### config.mk
export PLATFORM = sky130hd
export DESIGN_NAME = i2c_cmd_arbiter
export DESIGN_NICKNAME = d
export VERILOG_FILES = /design/src/rtl/i2c_cmd_arbiter.sv
export SDC_FILE = /design/constraint.sdc
export NUM_CORES = 1
export LEC_CHECK = 0
export CAP_MARGIN = 20
export CORE_MARGIN = 2
export CORE_UTILIZATION = 47
export DETAILED_ROUTE_END_ITERATION = 10
export PLACE_DENSITY = 0.79
export SETUP_SLACK_MARGIN = 0.4
export SLEW_MARGIN = 25
export SYNTH_ARGS = -nofsm -noshare
export SYNTH_HDL_FRONTEND = slang
export SYNTH_SLANG_ARGS = --single-unit
### constraint.sdc
create_clock -name CLK -period 2.6 [get_ports CLK]
set_clock_uncertainty 0.2 [all_clocks]
set_input_delay 0.52 -clock CLK [delete_from_list [all_inputs] [get_ports CLK]]
set_output_delay 0.52 -clock CLK [all_outputs]
set_load 0.02 [all_outputs]
### src/rtl/i2c_cmd_arbiter.sv
// rtl/i2c_cmd_arbiter.sv - round-robin arbiter sharing one I2C write engine between two command sources
// NACK retry with idle gap, watchdog abort on a stuck transfer; every output is registered.
module i2c_cmd_arbiter #(
  parameter int MAX_RETRY   = 3,
  parameter int RETRY_GAP   = 1000,
  parameter int TIMEOUT_CYC = 2000000,
  parameter int TO_W        = 21
) (
  input  logic        CLK,
  input  logic        RST,
  input  logic        req0_valid,
  input  logic [23:0] req0_data,
  output logic        req0_ready,
  input  logic        req1_valid,
  input  logic [23:0] req1_data,
  output logic        req1_ready,
  output logic        done,
  output logic        done_id,
  output logic        done_err,
  output logic        timeout_flag,
  output logic        busy,
  output logic [23:0] i2c_data,
  output logic        i2c_go,
  input  logic        i2c_end,
  input  logic        i2c_ack
);

  localparam int RW = $clog2(MAX_RETRY + 1) + 1;
  localparam logic [TO_W-1:0] TO_LAST   = TO_W'(TIMEOUT_CYC - 1);
  localparam logic [TO_W-1:0] GAP_LAST  = (RETRY_GAP > 0) ? TO_W'(RETRY_GAP - 1) : '0;
  localparam logic [RW-1:0]   RETRY_MAX = RW'(MAX_RETRY);

  typedef enum logic [2:0] {S_IDLE, S_ISSUE, S_RELEASE, S_GAP, S_RESP} state_t;

  state_t          r_state, w_next;
  logic [TO_W-1:0] r_cnt;
  logic [RW-1:0]   r_retry;
  logic [23:0]     r_data;
  logic            r_owner, r_rr_last, r_nack, r_err, r_tmo;
  logic            r_req0_ready, r_req1_ready, r_go, r_busy;
  logic            r_done, r_done_id, r_done_err, r_tmo_flag;
  logic            w_grant, w_gnt_id, w_err_nxt, w_tmo_nxt, w_nack_nxt, w_retry_inc;

  always_ff @(posedge CLK or posedge RST) begin
    if (RST) r_state <= S_IDLE;
    else     r_state <= w_next;
  end

  always_comb begin
    w_next      = r_state;
    w_grant     = 1'b0;
    w_gnt_id    = 1'b0;
    w_err_nxt   = r_err;
    w_tmo_nxt   = r_tmo;
    w_nack_nxt  = r_nack;
    w_retry_inc = 1'b0;
    case (r_state)
      S_IDLE: begin
        if (req0_valid || req1_valid) begin
          w_grant    = 1'b1;
          w_gnt_id   = (req0_valid && req1_valid) ? ~r_rr_last : req1_valid;
          w_err_nxt  = 1'b0;
          w_tmo_nxt  = 1'b0;
          w_nack_nxt = 1'b0;
          w_next     = S_ISSUE;
        end
      end
      S_ISSUE: begin
        if (i2c_end) begin
          w_nack_nxt = i2c_ack;
          w_next     = S_RELEASE;
        end else if (r_cnt == TO_LAST) begin
          w_err_nxt = 1'b1;
          w_tmo_nxt = 1'b1;
          w_next    = S_RELEASE;
        end
      end
      S_RELEASE: begin
        // wait for END to fall so a stale END never completes the re-issue
        if (r_tmo) begin
          w_next = S_RESP;
        end else if (!i2c_end) begin
          if (r_nack && (r_retry < RETRY_MAX)) begin
            w_retry_inc = 1'b1;
            w_next      = S_GAP;
          end else begin
            w_err_nxt = r_nack;
            w_next    = S_RESP;
          end
        end
      end
      S_GAP: begin
        if (r_cnt == GAP_LAST) w_next = S_ISSUE;
      end
      S_RESP: begin
        w_err_nxt = 1'b0;
        w_tmo_nxt = 1'b0;
        w_next    = S_IDLE;
      end
      default: w_next = S_IDLE;
    endcase
  end

  always_ff @(posedge CLK or posedge RST) begin
    if (RST) begin
      r_cnt        <= '0;
      r_retry      <= '0;
      r_data       <= '0;
      r_owner      <= 1'b0;
      r_rr_last    <= 1'b1;
      r_nack       <= 1'b0;
      r_err        <= 1'b0;
      r_tmo        <= 1'b0;
      r_req0_ready <= 1'b0;
      r_req1_ready <= 1'b0;
      r_go         <= 1'b0;
      r_busy       <= 1'b0;
      r_done       <= 1'b0;
      r_done_id    <= 1'b0;
      r_done_err   <= 1'b0;
      r_tmo_flag   <= 1'b0;
    end else begin
      r_nack <= w_nack_nxt;
      r_err  <= w_err_nxt;
      r_tmo  <= w_tmo_nxt;
      if (w_next != r_state)                          r_cnt <= '0;
      else if (r_state == S_ISSUE || r_state == S_GAP) r_cnt <= r_cnt + 1'b1;
      if (w_grant) begin
        r_data    <= w_gnt_id ? req1_data : req0_data;
        r_owner   <= w_gnt_id;
        r_rr_last <= w_gnt_id;
        r_retry   <= '0;
      end else if (w_retry_inc) begin
        r_retry <= r_retry + 1'b1;
      end
      // outputs are registered from the next state so they move only with a state change
      r_req0_ready <= w_grant & ~w_gnt_id;
      r_req1_ready <= w_grant & w_gnt_id;
      r_go         <= (w_next == S_ISSUE);
      r_busy       <= (w_next == S_ISSUE) || (w_next == S_RELEASE) || (w_next == S_GAP);
      r_done       <= (w_next == S_RESP);
      r_done_id    <= (w_next == S_RESP) & r_owner;
      r_done_err   <= (w_next == S_RESP) & w_err_nxt;
      r_tmo_flag   <= (w_next == S_RESP) & w_tmo_nxt;
    end
  end

  assign req0_ready   = r_req0_ready;
  assign req1_ready   = r_req1_ready;
  assign done         = r_done;
  assign done_id      = r_done_id;
  assign done_err     = r_done_err;
  assign timeout_flag = r_tmo_flag;
  assign busy         = r_busy;
  assign i2c_data     = r_data;
  assign i2c_go       = r_go;

endmodule

# Word level (Yosys, flattened, before mapping)
# Cells that the tools add are included.
# totals
regBits	64
inputBits	54
out_inout_bits	32
wordCells	87
# op_classes
addsub	2
magnitude_cmp	1
eq_ne	13
muxes	36
n_bitwise	7
reduce_logical	11
# op_table
op	count
2-to-1 mux 21 bit	2
2-to-1 mux 3 bit	9
2-to-1 mux 24 bit	1
adder 21 x 1 -> 21 bit, second input constant	1
equality test 21 x 10 -> 1 bit, second input constant	1
equality test 21 bit, second input constant	1
2-to-1 mux 1 bit	20
equality test 3 x 2 -> 1 bit, second input constant	4
one-hot mux 3 bit (4 select lines)	1
equality test 3 x 1 -> 1 bit, second input constant	2
equality test 3 bit, second input constant	2
nonzero test 2 bit	3
bitwise AND 1 bit	5
logical OR 1 bit	4
inequality test 2 bit, second input constant	2
one-hot mux 1 bit (4 select lines)	1
adder 3 x 1 -> 3 bit, second input constant	1
zero test 3 bit	1
< comparator 3 x 2 -> 1 bit, second input constant	1
inequality test 3 bit	1
one-hot mux 1 bit (3 select lines)	1
AND reduction 3 bit	1
logical AND 1 bit	2
NOT 1 bit	2
one-hot mux 1 bit (2 select lines)	1

# Depth between registers and ports, before layout
# Gate-level depths: netlist of the first run.
# logic_depth
word_depth	9
mapped_depth	7
depth_no_buf	6

# Least setup slack after synthesis of the first run
# OpenSTA, ideal clock, no wires.
# synth_timing
kind	reg2reg
from	reg r_cnt[13]
to	reg r_busy, in the netlist busy
setup_ps	124
t_arrival_ps	1703
t_required_ps	2276
slack_ps	573
stages_incl_launch_ff	6
path_buffers	0
period_less_slack_ps	2027
path_cell_list	dfrtp_1 or4_4 nor3_4 a31oi_1 a221o_1 or2_1
# synth_via
elab_chain_cells	7
elab_cells_between_ends	11
classes_between	eq/ne: 5; mux: 4; reduce/logical: 2
# synth_rtl
item	line	text
start: declaration	36	logic [TO_W-1:0] r_cnt;
start signal: assignment	127	else if (r_state == S_ISSUE || r_state == S_GAP) r_cnt <= r_cnt + 1'b1;
equality test 21 bit	72	end else if (r_cnt == TO_LAST) begin
2-to-1 mux 3 bit	72	
2-to-1 mux 3 bit	69	if (i2c_end) begin
one-hot mux 3 bit (4 select lines) (*)	57	case (r_state)
via w_next[1]	35	state_t r_state, w_next;
equality test 3 x 1 -> 1 bit / equality test 3 x 2 -> 1 bit (equally long branches)	140	r_busy <= (w_next == S_ISSUE) || (w_next == S_RELEASE) || (w_next == S_GAP);
logical OR 1 bit	140	
logical OR 1 bit (*)	140	
end signal: assignment	140	
end: declaration	40	logic r_req0_ready, r_req1_ready, r_go, r_busy;
# The timed path passes the listed nets; every way through them passes the cells marked *.
# A chain may end at the register's enable or synchronous reset.

# Worst setup path in the final report of the first run
# Ends and elaborated chain as after synthesis.

==> impl_results.md, run 1 <==
- Clk pin slew, worst setup/hold paths: 0.07 ns
- Worst Hold End: i2c_data[21]
- Grt ovf: 0
- Layout cell share with drive strength beyond 1: 0.128
- Synth Net Count: 342
- 1st-pass router iterations: 5
- Setup TNS Final: 0 ns
- First-pass GRT wire length: 13000 µm
- Worst R2R Start: r_cnt[13]
- Core outline area: 5990 µm²
- Mean Syn Cell Area: 10.4 µm²
- Die ar.: 6960 µm²
- Total number of vias: 2621
- WL final: 8130 µm
- Largest net degree at the start of global routing: 37
- Final Critical Period: 2.20 ns
- FF-to-FF setup slack: 0.40 ns
- Commonest cells in the netlist: 63 x dfrtp_1, 37 x nor2_1, 32 x inv_1
- Worst slew pin tran: 0.525 ns
- Htree depth: 3
- TritonCTS clock tree: yes
- Setup violations, final: 0
- Fmax: 455 MHz
- DRC: 0
- Hold depth: 2
- Async set-reset flop share out of synthesis: 1.00
- Clock sink count: 64
- Tightest Hold Check Type: reg -> reg
- DR vias/cell: 5.62
- Fillers: 446
- Die width: 83.4 µm
- Wire per inst: 17.4 µm
- Reg area: 1610 µm²
- Synth-to-Final Area Change: 43.9%
- Hold path startpoint: i2c_data[21]
- Crit end category: flip-flop
- Final slew viol count: 0
- PwrDens: 1020 nW/µm²
- Yosys top cell by area: dfrtp_1
- DRT iter0 DRCs: 231
- Vias in the first global route: 2690
- Seq/Total Area, Yosys: 0.541
- Startpoint Class: flip-flop
- Hold Violations, Final: 0
- Min Hold Slack: 0.293 ns
- Critical Path RT: 2.62 ns
- # hold bufs at CTS: 0
- Status: finished, final reports clean
- Design Power: 4340 µW
- Clk Latency, worst-skew pair: 0.34 ns
- Number of diodes: 0
- Yosys reg bits: 64
- Most numerous cell in the Yosys netlist: dfrtp_1
- Initial antenna violation count: 0
- GRT Total Usage: 0.236
- Leak Pwr: 0.00193 µW
- Post-synth EDFFs: 0
- Max-slew headroom: 0.641
- Final net count: 442
- Worst-case reg-to-reg path depth: 5
- Netlist Area Pre-Place: 2960 µm²
- Num ports: 86
- Final Cycle Share: 0.846
- Num CTS Buffers: 9
- Die Ht: 83.4 µm
- Placer congestion estimate: 0.871
- Row cnt: 28
- Peak VDD IR: 0.643 mV
- Synth warn: 0
- Multi-input gate area: 1220 µm²
- Worst path arrival time: 2.22 ns
- Detailed placement HPWL: 5660 µm
- Top_reg_cell synth: dfrtp_1
- Critical path type: reg -> reg
- Clk root buf: clkbuf_8
- Max Root-Sink Buffers: 2
- Reg-to-reg endpoint: busy
- Port Buffers: 85
- Worst-path maximum fanout: 4
- Antenna Nets Post-Route: 0
- Initial Util: 0.495
- Post-Syn Instances: 286
- Synth top area share: 0.532
- Yosys cell types: 46
- Max_cap viols: 0
- Synth top area cells: dfrtp_1 53%, a222oi_1 8.1%, nor2_1 4.7%, inv_1 4.1%, xor2_1 3.3%
- RSZ-0062 raised after global routing: true
[cells by family after synthesis]
group | Yosys count | synth area share
AOI/OAI and AO/OA | 44 | 0.132
xor gates and xnor gates | 21 | 0.0620
adders and majority gates | 2 | 0.00844
buffers and inverters | 47 | 0.0646
DFF | 64 | 0.541
muxes | 1 | 0.00338
and+or+nand+nor | 107 | 0.189
[stage by stage]
step                      area, µm²  cells  worst slack (ns)   util
after CTS                      4190    462             0.404  0.699
after floorplan                2970    286             0.573      -
after global routing           4260    466             0.347  0.712
after detailed placement       3950    445            0.0435  0.659
after global placement         3950    445             0.125  0.659
final                          4260    466             0.401  0.712
[final cells by class]
| type | instances | share of cell area |
|---|---|---|
| Sequential cell | 64 | 0.377 |
| Multi-Input combinational cell | 175 | 0.286 |
| Timing Repair Buffer | 104 | 0.237 |
| Clock buffer | 13 | 0.0349 |
| Inverter | 32 | 0.0290 |
| Tap cell | 75 | 0.0220 |
| Clock inverter | 3 | 0.0153 |
[power by group]
part / internal [µW] / total [µW] / leakage, µW / switching, µW
registers: 1290 / 1500 / 0.000829 / 209
clock network: 566 / 924 / 0.000108 / 358
logic: 907 / 1920 / 0.000998 / 1010
[state kept, by name, summed over array words and instances, names as in the netlist, 3 cells and up]
| register | cells |
|---|---|
| r_state | 3 |
| i2c_data | 24 |
| r_retry | 3 |
| r_cnt | 21 |
[layout by cell type, fill, tap and decap left out, types with 3 or more instances in the layout]
master	instances
clkdlybuf4s50_1	85
clkbuf_8	10
and3_1	4
xnor2_1	10
nor2_1	35
inv_1	31
nand4_1	7
a21oi_1	4
buf_4	15
a222oi_1	24
nor4_2	3
nand2_1	19
dfrtp_2	3
clkbuf_1	3
xor2_1	11
buf_6	4
dfrtp_1	60
nand3_1	10
nor2b_1	3
nor3_1	6
[critical path: stages (launching register included)]
cell and delay [ns]:
dfrtp_2 0.43, or4_4 0.54, nor3_4 0.23, a31oi_1 0.13, a221o_1 0.32, or2_1 0.23
[what timing repair did]
| item | in CTS | in global routing |
|---|---|---|
| endpoints found under the setup margin | 18 | 47 |
| gates resized for setup | 8 | 14 |
| hold endpoints to repair | 0 | 0 |
| cloned | 1 | 1 |
| buffers inserted | 0 | 3 |
| pin swaps | 0 | 2 |
[layer usage]
layer | wire (µm) | vias up | track usage
li1 | - | 1222 | -
met1 | 3490 | 1276 | 0.310
met2 | 4050 | 107 | 0.383
met3 | 370 | 16 | 0.0378
met4 | 218 | 0 | 0.113
met5 | 0 | - | 0
[how the worst max path moves through the flow]
stage / startpoint / cells after the start / end / slack [ns]
after global routing: r_cnt[13] / 6 / busy / 0.35
after floorplan: r_cnt[13] / 5 / busy / 0.57
after CTS: r_cnt[13] / 5 / busy / 0.40
after detailed placement: req0_valid / 8 / i2c_data[10] / 0.04
final: r_cnt[13] / 5 / busy / 0.40
after global placement: req0_valid / 8 / i2c_data[11] / 0.13
No activity file was read; power rests on OpenSTA's default activity.
==> run 2, diff against run 1 <==
Clock period 2.6 ns to 2.25 ns, I/O delays scaled along.
==> impl_results.md, run 2 (synthesis results as in run 1) <==
- Status: finished, final reports clean
- Fmax: 454 MHz
- Row cnt: 28
- Core outline area: 5990 µm²
- Final Critical Period: 2.20 ns
- WL final: 7950 µm
- Hold depth: 1
- Die Ht: 83.4 µm
- Number of diodes: 0
- Max-slew headroom: 0.606
- Bufs and invs on worst path: 0
- Clock sink count: 64
- Max_cap viols: 0
- # hold bufs at CTS: 0
- Critical path type: reg -> reg
- Initial antenna violation count: 0
- Max reg flops: 24
- GRT Total Usage: 0.235
- Clk Latency, worst-skew pair: 0.34 ns
- Detailed placement HPWL: 5790 µm
- PwrDens: 1140 nW/µm²
- DR vias/cell: 5.53
- Total number of vias: 2632
- Port Buffers: 85
- Startpoint Class: flip-flop
- Clk root buf: clkbuf_8
- Worst-path cell chain: or4b_1 -> nor4_2 -> a31oi_1 -> a221o_1 -> or2_1
- Grt ovf: 0
- Leak Pwr: 0.00208 µW
- Worst-path maximum fanout: 3
- Crit path max-delay family: simple AND/OR/NAND/NOR gates
- Critical Path RT: 2.27 ns
- Most frequent cells in the layout: 63 x dfrtp_1, 51 x clkdlybuf4s50_1, 35 x nor2_1
- DRT iter0 DRCs: 244
- Worst path arrival time: 2.22 ns
- Vias in the first global route: 2668
- Num CTS Buffers: 9
- Post-Place Setup Slack: -0.145 ns
- Reg area: 1600 µm²
- CP Depth: 5
- Die ar.: 6960 µm²
- Setup violations, final: 0
- DRC: 0
- 1st-pass router iterations: 6
- Clk pin slew, worst setup/hold paths: 0.07 ns
- Htree depth: 3
- Multi-input gate area: 1220 µm²
- Num ports: 86
- Slowest-stage cell, CP: or4b_1
- Hold Violations, Final: 0
- Final net count: 452
- Met2 GRT Util: 0.378
- TritonCTS clock tree: yes
- Antenna Nets Post-Route: 0
- Wire per inst: 16.7 µm
- RSZ-0062 raised after global routing: true
- Peak VDD IR: 0.774 mV
- Max Root-Sink Buffers: 2
- Layout cell share with drive strength beyond 1: 0.145
- Busiest grt layer: met2
- First-pass GRT wire length: 13000 µm
- Largest net degree at the start of global routing: 30
- Crit-path max cell delay: 0.55 ns
- Met1 Usage GRT: 0.306
- Worst-case reg-to-reg path depth: 5
- Final Cycle Share: 0.978
- Crit end category: flip-flop
- Worst Slack Setup Final: 0.0496 ns
- Tightest Hold Check Type: reg -> reg
- Met3 Usage GRT: 0.0567
- Most common cell after layout, fill and taps aside: dfrtp_1
- Initial Util: 0.495
- Final slew viol count: 0
- Setup TNS Final: 0 ns
- Fillers: 445
- Synth-to-Final Area Change: 47.4%
- Placer congestion estimate: 0.820
- Die width: 83.4 µm
- Worst slew pin tran: 0.586 ns
[run 2: final timing paths]
path                            startpoint    endpoint  slack [ns]
max in group asynchronous              RST  r_retry[0]        1.01
min in group asynchronous              RST   r_cnt[17]        0.33
worst max register to register   r_cnt[17]        busy        0.05
worst max-delay path             r_cnt[17]        busy        0.05
worst min register to register     r_owner     r_owner        0.27
worst min-delay path               r_owner     r_owner        0.27
[run 2: metal layers]
metal	wire, µm	share of wire	up-vias
met1	3450	0.43	1278
met4	177	0.022	0
met3	404	0.051	15
met5	0	0	-
li1	-	-	1245
met2	3910	0.49	94
[run 2: area by class of cell]
class,instances,share of cell area
Sequential cell,64,0.367
Multi-Input combinational cell,175,0.278
Timing Repair Buffer,114,0.251
Clock buffer,10,0.0292
Inverter,32,0.0284
Clock inverter,6,0.0246
Tap cell,75,0.0215
[run 2: power by group]
part           total, µW  internal (µW)  switching (µW)
clock               1170            732             441
combinational       2120            935            1180
sequential          1700           1490             209
[run 2: metrics by stage]
step | power, µW | std cells | instance area [µm²] | util | hold slack [ns]
6_report | 4990 | 476 | 4370 | 0.729 | 0.274
5_1_grt | 5290 | 476 | 4370 | 0.729 | 0.314
4_1_cts | 5000 | 476 | 4350 | 0.727 | 0.275
3_5_place_dp | 4000 | 455 | 4100 | 0.685 | 0.261
3_3_place_gp | 3920 | 455 | 4100 | 0.685 | 0.251
2_1_floorplan | 3030 | 286 | 3030 | - | 0.241
[run 2: timing repair]
action | 4_1_cts | 5_1_grt
endpoints found under the setup margin | 85 | 54
gates resized for setup | 39 | 3
buffers inserted | 5 | 0
pin swaps | 6 | 4
hold endpoints to repair | 0 | 0
==> run 3, diff against run 2 <==
Settings changed: CORE_UTILIZATION 47 to 62, DONT_BUFFER_PORTS set to 1, PLACE_DENSITY 0.79 to 0.78.
==> impl_results.md, run 3 (synthesis results as in run 1) <==
- Status: finished, final reports clean
- Startpoint Class: flip-flop
- Max reg flops: 24
- Max-slew headroom: 0.631
- Peak VDD IR: 0.865 mV
- Most common cell after layout, fill and taps aside: dfrtp_1
- Initial Util: 0.636
- Core outline area: 4660 µm²
- Initial antenna violation count: 0
- Wire per inst: 18.1 µm
- Power Internal: 2800 µW
- TritonCTS clock tree: yes
- Leak Pwr: 0.00165 µW
- Seq pwr share: 0.447
- Layout cell share with drive strength beyond 1: 0.188
- Setup violations, final: 0
- GRT Total Usage: 0.255
- Switch Pwr: 1780 µW
- Num CTS Buffers: 9
- Min Hold Slack: 0.0399 ns
- Num ports: 86
- RSZ-0062 raised after global routing: true
- Switching share of power: 0.388
- Number of diodes: 0
- Critical path type: reg -> reg
- Max Root-Sink Buffers: 2
- Worst slew pin tran: 0.540 ns
- Synth-to-Final Area Change: 18.0%
- Die ar.: 5350 µm²
- 1st-pass router iterations: 10
- Hold Violations, Final: 0
- Clock share of power: 0.230
- Setup TNS Final: 0 ns
- Crit end category: flip-flop
- Vias in the first global route: 2225
- Detailed placement HPWL: 4370 µm
- Row cnt: 25
- Clk Latency, worst-skew pair: 0.33 ns
- Largest net degree at the start of global routing: 41
- Layout Utilization: 0.751
- Most frequent cells in the layout: 61 x dfrtp_1, 34 x nor2_1, 31 x inv_1
- First-pass GRT wire length: 10400 µm
- Worst-path maximum fanout: 5
- DR vias/cell: 6.49
- FF-to-FF setup slack: 0.13 ns
- Final Critical Period: 2.12 ns
- Worst path arrival time: 2.14 ns
- Final Cycle Share: 0.943
- Combinational share of power: 0.323
- Die Ht: 73.1 µm
- Clk pin slew, worst setup/hold paths: 0.07 ns
- Design Power: 4570 µW
- Tightest Hold Check Type: in -> reg
- Max_cap viols: 0
- Critical Path RT: 2.27 ns
- Grt ovf: 0
- Fmax: 471 MHz
- Placer congestion estimate: 0.875
- Final slew viol count: 0
- Clock sink count: 64
- Total number of vias: 2387
- Die width: 73.1 µm
- DRC: 0
- Htree depth: 3
- WL final: 6650 µm
- Clk root buf: clkbuf_8
- Port Buffers: 0
- Final net count: 365
- Antenna Nets Post-Route: 0
- DRT iter0 DRCs: 231
- PwrDens: 1310 nW/µm²
## run 3: metal layers
layer / global-route usage / vias up / share of wire
li1: - / 1067 / -
met1: 0.345 / 1185 / 0.42
met2: 0.388 / 124 / 0.51
met3: 0.0732 / 11 / 0.059
met4: 0.0988 / 0 / 0.0086
met5: 0 / - / 0
## run 3: power by group through the flow
stage | combinational [µW] | clock [µW] | sequential, µW
after CTS | 1420 | 1070 | 2040
after detailed placement | 1230 | 0 | 2070
after global routing | 1630 | 1110 | 2080
after global placement | 1180 | 0 | 2060
after floorplan | 1060 | 0 | 1970
final | 1480 | 1050 | 2040
## run 3: worst paths after layout
kind / from / depth (start not counted) / endpoint
max in group asynchronous: RST / 3 / r_rr_last
setup reg to reg: r_cnt[12] / 5 / busy
min in group asynchronous: RST / 2 / i2c_data[23]
hold / removal: req1_data[23] / 2 / i2c_data[23]
hold reg to reg: r_owner / 1 / r_owner
setup / recovery: r_cnt[12] / 5 / busy
## run 3: final cells by class
cell class / instances / area (µm²)
well taps: 54 / 67.6
flip-flops and latches: 64 / 1610
clock inverters: 6 / 83.8
clock buffers: 10 / 128
multi-input cells: 175 / 1230
repair buffers: 27 / 262
fillers: 308 / 1160
inverters: 32 / 124
## run 3: through the flow
step	setup WS, ns	instances	instance area, µm²
floorplan	0.223	286	3030
global placement	0.148	338	3100
detailed placement	0.103	338	3100
CTS	0.157	365	3440
global route	0.0414	368	3500
finish	0.129	368	3500
## run 3: what timing repair did
item | in CTS | in global routing
gates resized for setup | 13 | 6
endpoints found under the setup margin | 53 | 53
setup buffers | 10 | 3
hold buffers | 1 | 0
pin swaps | 5 | 5
hold endpoints to repair | 24 | 0
## run 3: worst max-delay path: stages, from the launching register on
cell     delay, ns
dfrtp_1       0.38
or4_4         0.54
nor3_4        0.20
a31oi_1       0.12
a221o_1       0.33
or2_1         0.23
